### config.mk
export PLATFORM = sky130hd
export DESIGN_NAME = mem_port_arbiter_flat
export DESIGN_NICKNAME = d
export VERILOG_FILES = /design/src/rtl/mips_mem_pkg.sv /design/src/rtl/mem_port_arbiter_if.sv /design/src/rtl/arb_starve_timer.sv /design/src/rtl/mem_port_arbiter.sv /design/src/flat_wrapper.sv
export SDC_FILE = /design/constraint.sdc
export NUM_CORES = 1
export LEC_CHECK = 0
export BUFFER_PORTS_ARGS = -buffer_cell sky130_fd_sc_hd__buf_2
export CORE_MARGIN = 8
export CORE_UTILIZATION = 28
export DETAILED_ROUTE_END_ITERATION = 7
export GPL_TIMING_DRIVEN = 0
export HOLD_SLACK_MARGIN = 0.06
export PLACE_DENSITY = 0.79
export SLEW_MARGIN = 20
export SYNTH_ARGS = -nofsm -noshare
export SYNTH_HDL_FRONTEND = slang
export SYNTH_SLANG_ARGS = --single-unit
### constraint.sdc
create_clock -name clk -period 1.5 [get_ports clk]
set_input_delay 0.15 -clock clk [delete_from_list [all_inputs] [get_ports clk]]
set_output_delay 0.15 -clock clk [all_outputs]
set_load 0.1 [all_outputs]
### src/rtl/mips_mem_pkg.sv
// Shared types for the instruction/data RAM port arbiter. gnt_t is also
// consumed by the pipeline hazard unit.
package mips_mem_pkg;

  localparam int DEF_ADDR_W = 5;
  localparam int DEF_DATA_W = 32;

  typedef enum logic [1:0] {
    GNT_NONE,
    GNT_IF,
    GNT_MEM_RD,
    GNT_MEM_WR
  } gnt_t;

  typedef enum logic [1:0] {
    IDLE,
    IF_RD,
    MEM_RD,
    MEM_WR
  } inflight_t;

  // The in-flight state is simply the grant type from the previous cycle.
  function automatic inflight_t gnt_to_inflight(input gnt_t g);
    case (g)
      GNT_IF:     return IF_RD;
      GNT_MEM_RD: return MEM_RD;
      GNT_MEM_WR: return MEM_WR;
      default:    return IDLE;
    endcase
  endfunction

endpackage

### src/rtl/mem_port_arbiter_if.sv
// Bus bundle between the fetch/MEM stages, the arbiter and the RAM instance.
// master = pipeline + RAM side, slave = arbiter.
interface mem_port_arbiter_if
  import mips_mem_pkg::*;
#(
  parameter int ADDR_W = DEF_ADDR_W,
  parameter int DATA_W = DEF_DATA_W
);

  logic              if_req;
  logic [ADDR_W-1:0] if_addr;
  logic              if_gnt;
  logic              if_rvalid;
  logic [DATA_W-1:0] if_rdata;

  logic              mem_req;
  logic              mem_we;
  logic [ADDR_W-1:0] mem_addr;
  logic [DATA_W-1:0] mem_wdata;
  logic              mem_gnt;
  logic              mem_rvalid;
  logic [DATA_W-1:0] mem_rdata;

  logic              stall_if;
  logic              stall_mem;

  logic [ADDR_W-1:0] ram_addr;
  logic [DATA_W-1:0] ram_din;
  logic              ram_we;
  logic              ram_re;
  logic              ram_en;
  logic [DATA_W-1:0] ram_dout;

  modport master (
    output if_req, if_addr, mem_req, mem_we, mem_addr, mem_wdata, ram_dout,
    input  if_gnt, if_rvalid, if_rdata, mem_gnt, mem_rvalid, mem_rdata,
    input  stall_if, stall_mem, ram_addr, ram_din, ram_we, ram_re, ram_en
  );

  modport slave (
    input  if_req, if_addr, mem_req, mem_we, mem_addr, mem_wdata, ram_dout,
    output if_gnt, if_rvalid, if_rdata, mem_gnt, mem_rvalid, mem_rdata,
    output stall_if, stall_mem, ram_addr, ram_din, ram_we, ram_re, ram_en
  );

endinterface

### src/rtl/arb_starve_timer.sv
// Counts consecutive denied fetch cycles, saturating at MAX_WAIT; expired
// tells the arbiter to let fetch win for one cycle.
module arb_starve_timer #(
  parameter int MAX_WAIT = 3
) (
  input  logic clk,
  input  logic reset,
  input  logic wait_en,
  input  logic clr,
  output logic expired
);

  localparam int CW = $clog2(MAX_WAIT + 1);

  logic [CW-1:0] cnt_q;
  logic [CW-1:0] cnt_d;

  always_comb begin
    // NOTE: default first so every path assigns cnt_d and no latch is inferred.
    cnt_d = cnt_q;
    if (clr) begin
      cnt_d = '0;
    end else if (wait_en && (cnt_q != CW'(MAX_WAIT))) begin
      cnt_d = cnt_q + CW'(1);
    end
  end

  always_ff @(posedge clk) begin
    // NOTE: non-blocking for state; reset is synchronous and sampled here.
    if (reset) begin
      cnt_q <= '0;
    end else begin
      cnt_q <= cnt_d;
    end
  end

  assign expired = (cnt_q == CW'(MAX_WAIT));

endmodule

### src/rtl/mem_port_arbiter.sv
// Shares one single-port synchronous RAM between instruction fetch and data
// access: one grant per cycle, read data tagged back one cycle later.
module mem_port_arbiter
  import mips_mem_pkg::*;
#(
  parameter int ADDR_W   = DEF_ADDR_W,
  parameter int DATA_W   = DEF_DATA_W,
  parameter int MAX_WAIT = 3
) (
  input  logic               clk,
  input  logic               reset,
  mem_port_arbiter_if.slave  bus
);

  gnt_t              gnt;
  inflight_t         inflight_q;
  logic              starve_expired;
  logic [ADDR_W-1:0] ram_addr_d;
  logic [DATA_W-1:0] ram_din_d;

  arb_starve_timer #(
    .MAX_WAIT (MAX_WAIT)
  ) u_starve_timer (
    .clk     (clk),
    .reset   (reset),
    .wait_en (bus.stall_if),
    .clr     (!bus.if_req || bus.if_gnt),
    .expired (starve_expired)
  );

  // MEM normally wins; a starved fetch takes the port for exactly one cycle.
  always_comb begin
    gnt = GNT_NONE;
    if (!reset) begin
      if (bus.if_req && (starve_expired || !bus.mem_req)) begin
        gnt = GNT_IF;
      end else if (bus.mem_req) begin
        gnt = bus.mem_we ? GNT_MEM_WR : GNT_MEM_RD;
      end
    end
  end

  always_comb begin
    ram_addr_d = '0;
    ram_din_d  = '0;
    case (gnt)
      GNT_IF:     ram_addr_d = bus.if_addr;
      GNT_MEM_RD: ram_addr_d = bus.mem_addr;
      GNT_MEM_WR: begin
        ram_addr_d = bus.mem_addr;
        ram_din_d  = bus.mem_wdata;
      end
      default: ;
    endcase
  end

  always_ff @(posedge clk) begin
    if (reset) begin
      inflight_q <= IDLE;
    end else begin
      inflight_q <= gnt_to_inflight(gnt);
    end
  end

  assign bus.if_gnt    = (gnt == GNT_IF);
  assign bus.mem_gnt   = (gnt == GNT_MEM_RD) || (gnt == GNT_MEM_WR);
  assign bus.stall_if  = !reset && bus.if_req  && !bus.if_gnt;
  assign bus.stall_mem = !reset && bus.mem_req && !bus.mem_gnt;

  assign bus.ram_addr = ram_addr_d;
  assign bus.ram_din  = ram_din_d;
  assign bus.ram_re   = (gnt == GNT_IF) || (gnt == GNT_MEM_RD);
  assign bus.ram_we   = (gnt == GNT_MEM_WR);
  assign bus.ram_en   = !reset;

  // Reset also masks a read already in flight during the reset cycle itself.
  assign bus.if_rvalid  = !reset && (inflight_q == IF_RD);
  assign bus.mem_rvalid = !reset && (inflight_q == MEM_RD);
  assign bus.if_rdata   = bus.if_rvalid  ? bus.ram_dout : '0;
  assign bus.mem_rdata  = bus.mem_rvalid ? bus.ram_dout : '0;

endmodule

### src/flat_wrapper.sv
// flat-port wrapper written by rule: the top's interface ports become plain ports
module mem_port_arbiter_flat import mips_mem_pkg::*;
#(
  parameter int ADDR_W   = DEF_ADDR_W,
  parameter int DATA_W   = DEF_DATA_W,
  parameter int MAX_WAIT = 3
)
  (clk, reset, bus_if_req, bus_if_addr, bus_mem_req, bus_mem_we, bus_mem_addr, bus_mem_wdata, bus_ram_dout, bus_if_gnt, bus_if_rvalid, bus_if_rdata, bus_mem_gnt, bus_mem_rvalid, bus_mem_rdata, bus_stall_if, bus_stall_mem, bus_ram_addr, bus_ram_din, bus_ram_we, bus_ram_re, bus_ram_en);
  mem_port_arbiter_if #(.ADDR_W(ADDR_W), .DATA_W(DATA_W)) bus_i ();
  input  logic clk;
  input  logic reset;
  input wire logic [$bits(bus_i.if_req)-1:0] bus_if_req;
  input wire logic [$bits(bus_i.if_addr)-1:0] bus_if_addr;
  input wire logic [$bits(bus_i.mem_req)-1:0] bus_mem_req;
  input wire logic [$bits(bus_i.mem_we)-1:0] bus_mem_we;
  input wire logic [$bits(bus_i.mem_addr)-1:0] bus_mem_addr;
  input wire logic [$bits(bus_i.mem_wdata)-1:0] bus_mem_wdata;
  input wire logic [$bits(bus_i.ram_dout)-1:0] bus_ram_dout;
  output wire logic [$bits(bus_i.if_gnt)-1:0] bus_if_gnt;
  output wire logic [$bits(bus_i.if_rvalid)-1:0] bus_if_rvalid;
  output wire logic [$bits(bus_i.if_rdata)-1:0] bus_if_rdata;
  output wire logic [$bits(bus_i.mem_gnt)-1:0] bus_mem_gnt;
  output wire logic [$bits(bus_i.mem_rvalid)-1:0] bus_mem_rvalid;
  output wire logic [$bits(bus_i.mem_rdata)-1:0] bus_mem_rdata;
  output wire logic [$bits(bus_i.stall_if)-1:0] bus_stall_if;
  output wire logic [$bits(bus_i.stall_mem)-1:0] bus_stall_mem;
  output wire logic [$bits(bus_i.ram_addr)-1:0] bus_ram_addr;
  output wire logic [$bits(bus_i.ram_din)-1:0] bus_ram_din;
  output wire logic [$bits(bus_i.ram_we)-1:0] bus_ram_we;
  output wire logic [$bits(bus_i.ram_re)-1:0] bus_ram_re;
  output wire logic [$bits(bus_i.ram_en)-1:0] bus_ram_en;
  assign bus_i.if_req = bus_if_req;
  assign bus_i.if_addr = bus_if_addr;
  assign bus_i.mem_req = bus_mem_req;
  assign bus_i.mem_we = bus_mem_we;
  assign bus_i.mem_addr = bus_mem_addr;
  assign bus_i.mem_wdata = bus_mem_wdata;
  assign bus_i.ram_dout = bus_ram_dout;
  assign bus_if_gnt = bus_i.if_gnt;
  assign bus_if_rvalid = bus_i.if_rvalid;
  assign bus_if_rdata = bus_i.if_rdata;
  assign bus_mem_gnt = bus_i.mem_gnt;
  assign bus_mem_rvalid = bus_i.mem_rvalid;
  assign bus_mem_rdata = bus_i.mem_rdata;
  assign bus_stall_if = bus_i.stall_if;
  assign bus_stall_mem = bus_i.stall_mem;
  assign bus_ram_addr = bus_i.ram_addr;
  assign bus_ram_din = bus_i.ram_din;
  assign bus_ram_we = bus_i.ram_we;
  assign bus_ram_re = bus_i.ram_re;
  assign bus_ram_en = bus_i.ram_en;
  mem_port_arbiter #(.ADDR_W(ADDR_W), .DATA_W(DATA_W), .MAX_WAIT(MAX_WAIT)) u_core (.clk(clk), .reset(reset), .bus(bus_i));
endmodule
==> flow_summary.toml, run 1 <==
[run_status]
status = "did not finish"
stop_stage = "global routing (5_1_grt)"
error = "[ERROR DPL-0038] Utilization greater than 100%, impossible to legalize"

[global_route]
grt_max_degree = 11

[yosys]
yosys_warnings = 0
syn_avg_cell_area_um2 = 6.80
synthesis.nets = 276
synthCells = 192
ys_seq_elements = 4
seq_area_frac_synth_pct = 6.13
synth_top_area_share_pct = 22.1
synth_largest_area_cell = "nand2b_4"
ys_types = 23
synth_area_leaders = "nand2b_4 (22%), nor2_1 (19%), and2_1 (16%)"
synth_area_um2 = 1310

[sta]
worstEndpointGrtRepair = "bus_ram_addr[0]"
worst-ep-kind = "primary output"

[cts]
htreeDepth = 1
cts_buffers = 3
hold_buffers = 0
cts.sinks = 4
clockBufferDepth = 2
cts-root-buf = "clkbuf_8"

[floorplan]
start_util_pct = 28.4
rows = 25
io_pins = 189
dieHeight_um = 84.3
die_w_um = 84.3

[placed_design]
placed_cell_area_um2 = 3070
portBuffers = 187
gp_congestion = 0.772
dp_hpwl_mm = 5.87
post-place-ws_ns = -0.571
-- stage by stage --
stage	setup TNS [ns]	std cells	hold WS (ns)
detailed placement	-21.20	433	0.433
CTS	-19.06	445	0.241
floorplan	-26.31	192	0.267
global placement	-19.90	433	0.431
-- what timing repair did --
item	in CTS
setup buffers	5
setup endpoints to repair	107
pin swaps	9
gates cloned	4
hold endpoints to repair	0
resized for setup	346
-- synth_stat cells, drive strengths merged --
library cell and number:
a21oi 6, a2bb2oi 1, and2 33, buf 12, clkbuf 5, dfxtp 4, ha 5, inv 1
mux2i 1, nand2 7, nand2b 36, nor2 68, nor2b 2, nor3 2, o21ai 5, o2bb2ai 2
or2 1, xor2 1
-- logic make-up after synthesis --
logic type               Yosys count  share of synthesized area [%]
buffers and inverters             18                           11.5
XOR/XNOR                           1                          0.671
adder cells (fa/ha/maj)            5                           4.79
flip-flops                         4                           6.13
AND/OR/NAND/NOR                  149                           69.4
AO/OA/AOI/OAI                     14                           6.70
multiplexers                       1                          0.766
==> run 2: changes to the inputs <==
- CORE_UTILIZATION: 28 -> 20
- HOLD_SLACK_MARGIN: 0.06 -> unset
- PLACE_DENSITY: 0.79 -> unset
- PLACE_DENSITY_LB_ADDON: unset -> 0.15
- clock period: 1.5 -> 1.95 ns (I/O delays scaled with it)
==> flow_summary.toml, run 2 <==
[min_path]
min-delay-start = "bus_mem_we"
min_path_cells = 2
hold_class = "in -> reg"

[critical_path]
path_buf_inv = 2
worstPathRequired_ns = 1.75
cp.depth = 8
critPathMaxStageDelay_ns = 0.33
cpMostUsedCell = "ha_4"
cp-start-kind = "register"
crit_slowest_cell = "dfxtp_2"
crit_family = "simple AND/OR/NAND/NOR gates"
endpoint_kind = "output pin"
cp_max_fo = 4
path_cells = "ha_4 -> nor2b_4 -> o2bb2ai_4 -> ha_4 -> buf_6 -> or2_4 -> nor2_4 -> buf_12"
rr_startpoint = "u_core.u_starve_timer.cnt_q[1]"
startpoint = "u_core.u_starve_timer.cnt_q[1]"
crit_arrival_ns = 1.85
worstSetupPathType = "reg -> out"
r2r_cells = 7

[cts]
clockBufferDepth = 2
cts_tree = "built"
cts-root-buf = "clkbuf_8"
insertion_delay_ns = 0.22
cts_buffers = 3
cts.sinks = 4
path_clk_slew_ns = 0.03
htreeDepth = 1

[yosys]
syn_avg_cell_area_um2 = 6.80
synth_top_area_share_pct = 22.1
synth_most_common_cell = "nor2_1"
ys_seq_elements = 4
synthCells = 192
netlist_top_cells_count = "nor2_1 (66), and2_1 (33), nand2b_4 (21), nand2b_1 (15), buf_6 (10)"
yosys_warnings = 0
ys_types = 23
synthesis.nets = 276
synth_largest_area_cell = "nand2b_4"
synthArstFlopShare_pct = 0
ys.flop_type = "dfxtp_1"
synth_edf_count = 0
seq_area_frac_synth_pct = 6.13
synth_area_leaders = "nand2b_4 (22%), nor2_1 (19%), and2_1 (16%)"
synth_area_um2 = 1310

[route]
first_pass_iters = 3
wire_per_inst_um = 15.7
postRouteAntennaNets = 0
drc = 0
vias = 1921
vias_per_cell = 4.11
drt_iter0_drc = 15
drt_wl_total_mm = 7.33

[final_layout]
layout_commonest_cell = "buf_2"
layout_common_cells = "buf_2 (147), nor2_2 (66), buf_12 (40)"
drive_gt1_share_pct = 93.3
area_growth_pct = 180
antenna_cells = 0
final_nets = 476
reg_top3 = "u_core.inflight_q: 2 flops, u_core.u_starve_timer.cnt_q: 2 flops"
final_util_pct = 57.6

[sta]
finalCritPeriodShare_pct = 105
tightest_slew_ns = 0.516
hold_violations = 0
fin_ws_ns = -0.0947
drv_slew = 0
period_needed_ns = 2.04
slew_headroom_pct = 65.9
max_freq_mhz = 489
setup_viol = 37
rsz0062_at_grt = "yes"
finClkSkew_ns = 0.00124
hold_ws_ns = 0.297

[floorplan]
start_util_pct = 20.6
io_pins = 189
die_w_um = 96.8
die_area_um2 = 9370
dieHeight_um = 96.8
rows = 29
core_um2 = 6350

[run]
maxCapViolations = 0

[global_route]
grt_use_total_pct = 14.6
grt_max_degree = 11
grt_pass1_vias = 2157
grt_antenna_before_repair = 0
overflow = 0
grt_pass1_wl_mm = 11.6

[power]
p_leak_nw = 1.79
power_density_nw_per_um2 = 349
vdd_drop_max_uv = 436

[run_status]
status = "finished with violations"
failed_checks = "setup timing"

[placed_design]
portBuffers = 187
gp_congestion = 0.739
post-place-ws_ns = -0.186
dp_hpwl_mm = 5.63
-- run 2: cell counts after synthesis --
No cell type changed its count.
-- run 2: path summary, 6_finish.rpt --
path	end	slack, ns
setup reg to reg	u_core.inflight_q[1]	0.32
hold reg to reg	u_core.u_starve_timer.cnt_q[1]	0.55
setup / recovery	bus_stall_mem	-0.09
hold / removal	u_core.inflight_q[0]	0.30
-- run 2: final cells by class --
class	count	area, um2
inverter	1	3.75
tap	77	96.3
fill	538	2690
sequential	4	82.6
buffer	17	218
multi-input combinational	170	1560
clock buffer	3	41.3
timing repair buffer	195	1660
-- run 2: routing by layer --
| layer | global-route usage (%) | wire length, um | up-vias |
|---|---|---|---|
| li1 | - | - | 983 |
| met1 | 14.3 | 2620 | 836 |
| met2 | 28.2 | 3970 | 88 |
| met3 | 4.98 | 556 | 14 |
| met4 | 3.79 | 189 | 0 |
| met5 | 0 | 0 | - |
-- run 2: repair_timing --
item	4_1_cts	5_1_grt
resized for setup	178	29
endpoints found under the setup margin	40	41
hold buffers	0	0
pin swaps	5	8
endpoints found under the hold margin	0	0
setup buffers	1	4
cloned	2	2
-- run 2: per-stage QoR --
step,TNS (ns),cells,instance area (um2),total power (W)
floorplan,-8.67,192,1750,0.000799
global placement,-5.14,456,2790,0.000971
detailed placement,-5.52,456,2790,0.000975
CTS,-2.34,462,3500,0.00125
global route,-4.59,467,3660,0.00133
finish,-2.49,467,3660,0.00127
-- run 2: cell families after synthesis --
| logic type | Yosys count | share of synthesized area [%] |
|---|---|---|
| simple gates | 149 | 69.4 |
| buf+inv | 18 | 11.5 |
| xor+xnor | 1 | 0.671 |
| compound gates | 14 | 6.70 |
| mux | 1 | 0.766 |
| fa+ha+maj | 5 | 4.79 |
| flops | 4 | 6.13 |
-- run 2: power breakdown --
| part | internal [W] | switching (W) | total (W) |
|---|---|---|---|
| clock network | 0.000132 | 0.0000427 | 0.000174 |
| registers | 0.0000875 | 0.00000320 | 0.0000907 |
| logic | 0.000329 | 0.000681 | 0.00101 |
| total | 0.000548 | 0.000727 | 0.00127 |
Note: power is estimated with default switching activity, not from simulation.
